<file path="src/rtl/sd_sector_responder.sv">
// sd_sector_responder: answers sd_rd/sd_wr sector requests, moving 256 words between the sd_buff port and word storage.
// Define SD_RESP_BOUNDS_EN to add size_sectors; out-of-range sectors are acked but never touch storage.
module sd_sector_responder #(
    parameter int LBA_BITS = 15,
    parameter int DIN_LAT  = 2
) (
    input  logic                  clk_sys,
    input  logic                  reset_n,
    input  logic [31:0]           sd_lba,
    input  logic                  sd_rd,
    input  logic                  sd_wr,
    output logic                  sd_ack,
    output logic [7:0]            sd_buff_addr,
    output logic [15:0]           sd_buff_dout,
    input  logic [15:0]           sd_buff_din,
    output logic                  sd_buff_wr,
    output logic [LBA_BITS+7:0]   st_addr,
    output logic                  st_rd,
    output logic                  st_wr,
    output logic [15:0]           st_wdata,
    input  logic [15:0]           st_rdata,
    input  logic                  st_ready
`ifdef SD_RESP_BOUNDS_EN
    ,
    input  logic [LBA_BITS:0]     size_sectors
`endif
);
    typedef enum logic [2:0] {IDLE, RD_REQ, RD_PUT, WR_ADDR, WR_REQ, DONE} state_t;
    state_t              state_q;
    logic [LBA_BITS-1:0] lba_q;
    logic [7:0]          idx_q, buff_addr_q, nidx;
    logic [1:0]          cnt_q;
    logic                go_q, oor_q, ack_q, buff_wr_q, st_rd_q, st_wr_q, oor_in, unused_lba;
    logic [15:0]         dout_q, wdata_q;
    logic [LBA_BITS+7:0] st_addr_q;

`ifdef SD_RESP_BOUNDS_EN
    assign oor_in = sd_lba >= 32'(size_sectors);
`else
    assign oor_in = 1'b0;
`endif
    assign unused_lba   = ^sd_lba[31:LBA_BITS];
    assign nidx         = idx_q + 8'd1;
    assign sd_ack       = ack_q;
    assign sd_buff_addr = buff_addr_q;
    assign sd_buff_dout = dout_q;
    assign sd_buff_wr   = buff_wr_q;
    assign st_addr      = st_addr_q;
    assign st_rd        = st_rd_q;
    assign st_wr        = st_wr_q;
    assign st_wdata     = wdata_q;

    always_ff @(posedge clk_sys or negedge reset_n) begin
        if (!reset_n) begin
            state_q     <= IDLE;
            lba_q       <= '0;
            idx_q       <= '0;
            cnt_q       <= '0;
            go_q        <= 1'b0;
            oor_q       <= 1'b0;
            ack_q       <= 1'b0;
            buff_wr_q   <= 1'b0;
            st_rd_q     <= 1'b0;
            st_wr_q     <= 1'b0;
            buff_addr_q <= '0;
            dout_q      <= '0;
            wdata_q     <= '0;
            st_addr_q   <= '0;
        end else begin
            case (state_q)
                IDLE: if (sd_rd || sd_wr) begin
                    lba_q       <= sd_lba[LBA_BITS-1:0];
                    oor_q       <= oor_in;
                    idx_q       <= '0;
                    cnt_q       <= '0;
                    buff_addr_q <= '0;
                    ack_q       <= 1'b1;
                    state_q     <= sd_rd ? RD_REQ : WR_ADDR;
                end
                // go_q marks that the current word's storage request has been issued
                RD_REQ: if (!go_q) begin
                    go_q      <= 1'b1;
                    st_rd_q   <= !oor_q;
                    st_addr_q <= {lba_q, idx_q};
                end else if (oor_q || st_ready) begin
                    go_q        <= 1'b0;
                    st_rd_q     <= 1'b0;
                    dout_q      <= oor_q ? 16'h0000 : st_rdata;
                    buff_addr_q <= idx_q;
                    buff_wr_q   <= 1'b1;
                    state_q     <= RD_PUT;
                end
                RD_PUT: begin
                    buff_wr_q <= 1'b0;
                    if (idx_q == 8'hff) state_q <= DONE;
                    else begin
                        idx_q     <= nidx;
                        go_q      <= 1'b1;
                        st_rd_q   <= !oor_q;
                        st_addr_q <= {lba_q, nidx};
                        state_q   <= RD_REQ;
                    end
                end
                WR_ADDR: if (cnt_q == 2'(DIN_LAT)) begin
                    wdata_q   <= sd_buff_din;
                    st_wr_q   <= !oor_q;
                    st_addr_q <= {lba_q, idx_q};
                    state_q   <= WR_REQ;
                end else cnt_q <= cnt_q + 2'd1;
                WR_REQ: if (oor_q || st_ready) begin
                    st_wr_q <= 1'b0;
                    cnt_q   <= '0;
                    if (idx_q == 8'hff) state_q <= DONE;
                    else begin
                        idx_q       <= nidx;
                        buff_addr_q <= nidx;
                        state_q     <= WR_ADDR;
                    end
                end
                DONE: begin
                    ack_q   <= 1'b0;
                    state_q <= IDLE;
                end
                default: state_q <= IDLE;
            endcase
        end
    end
endmodule

</file>
<file path="config.mk">
export PLATFORM = sky130hd
export DESIGN_NAME = sd_sector_responder
export DESIGN_NICKNAME = d
export VERILOG_FILES = /design/src/rtl/sd_sector_responder.sv
export SDC_FILE = /design/constraint.sdc
export NUM_CORES = 1
export LEC_CHECK = 0
export CAP_MARGIN = 10
export CORE_ASPECT_RATIO = 1.75
export CORE_MARGIN = 2
export CORE_UTILIZATION = 35
export CTS_BUF_LIST = sky130_fd_sc_hd__clkbuf_16
export CTS_CLUSTER_SIZE = 40
export DETAILED_ROUTE_END_ITERATION = 16
export GPL_ROUTABILITY_DRIVEN = 0
export HOLD_SLACK_MARGIN = 0.03
export SLEW_MARGIN = 10
export SYNTH_ARGS = -nofsm -noshare
export SYNTH_HDL_FRONTEND = slang
export SYNTH_SLANG_ARGS = --single-unit
</file>
<file path="constraint.sdc">
create_clock -name clk_sys -period 2.1 [get_ports clk_sys]
set_input_delay 0.42 -clock clk_sys [delete_from_list [all_inputs] [get_ports clk_sys]]
set_output_delay 0.42 -clock clk_sys [all_outputs]
set_load 0.03 [all_outputs]
</file>
==> flow_summary.yaml <==
power:
  powerDensity_nw_per_um2: 1680
  worst_ir_drop_vdd_mv: 0.668
  p_leak_nw: 2.66
worst_setup_path:
  end_kind: "flop"
  arrival_ns: 2.14
  cp_top_family: "flip-flops"
  start_kind: "flop"
  cp_cell_sequence: "buf_4 > nand4_1 > o21a_1 > nand2_1 > mux2_2"
  critPathMaxFanout: 13
  path_class: "flop to flop"
  critPathBufInv: 1
  critPathSlowestCell: "dfrtp_1"
  cp_slowest_stage_delay_ns: 0.56
  crit_required_ns: 2.32
clock_network:
  post_cts_buffers: 0
  cts_root_buffer: "clkbuf_16"
  htreeDepth: 3
  cts_buffers: 9
  cts-resized-gates: 0
  hold_buffers: 1
  clk_pin_slew_ns: 0.06
  tritoncts: "done"
  cts_sinks: 96
  clock_latency_ns: 0.34
  cts_max_path_buffers: 2
floorplan:
  die_h_um: 153
  design.die.area_um2: 13700
  rows: 54
  die_w_um: 89.4
  ios: 136
  start_util: 0.359
  core_um2: 12400
layout:
  insertedDiodeCount: 0
  mostFrequentLayoutCell: "clkdlybuf4s50_1"
  stdcell_count: 667
  mostFrequentLayoutCells: "clkdlybuf4s50_1, dfrtp_1, mux2_2, buf_4, mux2_4"
  final_layout_size_suffix_gt1_frac: 0.253
  n_fill_cell: 1171
  syn2layout_area_growth_pct: 41.5
  fin_nets: 565
synthesis:
  ys_seq_elements: 96
  syn_avg_cell_area_um2: 12.6
  muxShareOfSynthArea: 0.215
  synth_cells: 355
  synth_compound_area_frac: 0.0934
  synth_nets: 426
  synthArstFlopShare: 1.00
  synth_edf_count: 0
  synth_cell_types: 57
  synthFlopType: "dfrtp_1"
  synth_area_um2: 4460
  yosysWarnings: 0
  seq_area_frac_synth: 0.538
  synth_top_family_by_area: "multiplexers"
  synth_xor_area_frac: 0.0216
  yosys.area_share.simple: 0.0914
  synth_adder_area_share: 0.00561
global_route:
  antenna_found_initial: 0
  grt_pass1_vias: 3476
  grt_max_degree: 52
  grt_use_total: 0.159
  grt_pass1_wl_mm: 16.9
  overflow: 0
sta:
  report.final.hold_viol_count: 0
  min_period_over_period: 0.915
  setup_viol: 0
  slew_headroom: 0.640
  hold_slack_ns: 0.500
  tightestPinTransition_ns: 0.538
  fmax_ghz: 0.520
  rsz0062_at_grt: "no"
  slew_violations: 0
  fin_setup_tns_ns: 0
  fin_crit_ns: 1.92
  finClkSkew_ns: 0.00647
min_path:
  hold_path.class: "flop to flop"
routing:
  route.detailed.drc: 0
  drtIter0Drc: 139
  final_antenna_net_count: 0
  routedWlPerCell_um: 15.7
  vias: 3300
  wl_mm: 10.5
  drt_pass1_iterations: 4
  routed_via_density: 4.95
place:
  dp_hpwl_mm: 7.89
  numPortBuffers: 118
  dp.cells: 650
run_status:
  status: "finished clean"
job:
  max_cap_violations: 0
cell usage after synthesis (all sizes together) (2+ instances only):
cell type,instances,share of area
a211o,2,0.0039
a211oi,2,0.0062
a21o,2,0.0034
a21oi,13,0.015
a22o,3,0.0059
a22oi,2,0.0034
a31oi,9,0.013
and2,3,0.0042
and3,3,0.0042
buf,14,0.019
clkbuf,5,0.0042
dfrtp,96,0.54
ha,2,0.0056
inv,13,0.011
mux2,76,0.21
mux2i,3,0.0067
nand2,14,0.012
nand3,10,0.011
nand3b,3,0.0050
nand4,4,0.0090
nor2,15,0.013
nor2b,3,0.0042
nor3,7,0.011
nor4,2,0.0028
o211ai,3,0.0050
o21a,2,0.0034
o21ai,14,0.016
or3,3,0.0042
xnor2,8,0.016
xor2,3,0.0059
power by group:
group / switching (mW) / internal (mW)
Clock: 0.681 / 1.03
Combinational: 2.89 / 2.77
Sequential: 0.545 / 2.72
through the flow:
| step | setup WS (ns) | util | instance area, um2 | power, mW |
|---|---|---|---|---|
| after floorplan | 0.253 | - | 4460 | 6.86 |
| after global placement | 0.0000360 | 0.482 | 5990 | 8.90 |
| after detailed placement | -0.0336 | 0.482 | 5990 | 9.02 |
| after CTS | 0.166 | 0.508 | 6320 | 10.8 |
| after global routing | 0.0560 | 0.508 | 6320 | 11.3 |
| final | 0.178 | 0.508 | 6320 | 10.6 |
worst paths after layout:
| path | slack (ns) | cells after the start | from | to |
|---|---|---|---|---|
| worst max-delay path | 0.18 | 5 | state_q[2]$_DFFE_PN0P_ | sd_buff_addr[1]$_DFFE_PN0P_ |
| worst min-delay path | 0.50 | 1 | sd_ack$_DFFE_PN0P_ | sd_ack$_DFFE_PN0P_ |
| worst max register to register | 0.18 | 5 | state_q[2]$_DFFE_PN0P_ | sd_buff_addr[1]$_DFFE_PN0P_ |
| worst min register to register | 0.50 | 1 | sd_ack$_DFFE_PN0P_ | sd_ack$_DFFE_PN0P_ |
| max in group asynchronous | 0.94 | 3 | reset_n | state_q[2]$_DFFE_PN0P_ |
| min in group asynchronous | 0.55 | 2 | reset_n | idx_q[1]$_DFFE_PN0P_ |
sequential cells by signal, indices dropped and copies added, names as in the netlist:
name and flops:
cnt_q 2, go_q 1, idx_q 8, lba_q 15
sd_ack 1, sd_buff_addr 8, sd_buff_dout 16, sd_buff_wr 1
st_addr 23, st_rd 1, st_wdata 16, st_wr 1
state_q 3
layer usage:
metal / wire [um] / vias up / track usage
li1: - / 1551 / -
met1: 3950 / 1634 / 0.178
met4: 297 / 0 / 0.0739
met5: 0 / - / 0
met2: 5690 / 96 / 0.276
met3: 551 / 19 / 0.0367
logic make-up (layout without fill, tap and decap cells):
logic type	Yosys count	in the layout
flops	96	96
fa+ha+maj	2	2
simple gates	73	73
xor+xnor	11	11
compound gates	62	62
buf+inv	32	176
mux	79	79
cell type report:
type,count,area (um2),share of cell area
inverter,13,48.8,0.00773
clock inverter,7,86.3,0.0137
clock buffer,9,225,0.0357
multi-input combinational,227,1910,0.302
timing repair buffer,147,1440,0.227
sequential,96,2400,0.380
tap,168,210,0.0333
No activity file was read; power rests on OpenSTA's default activity.
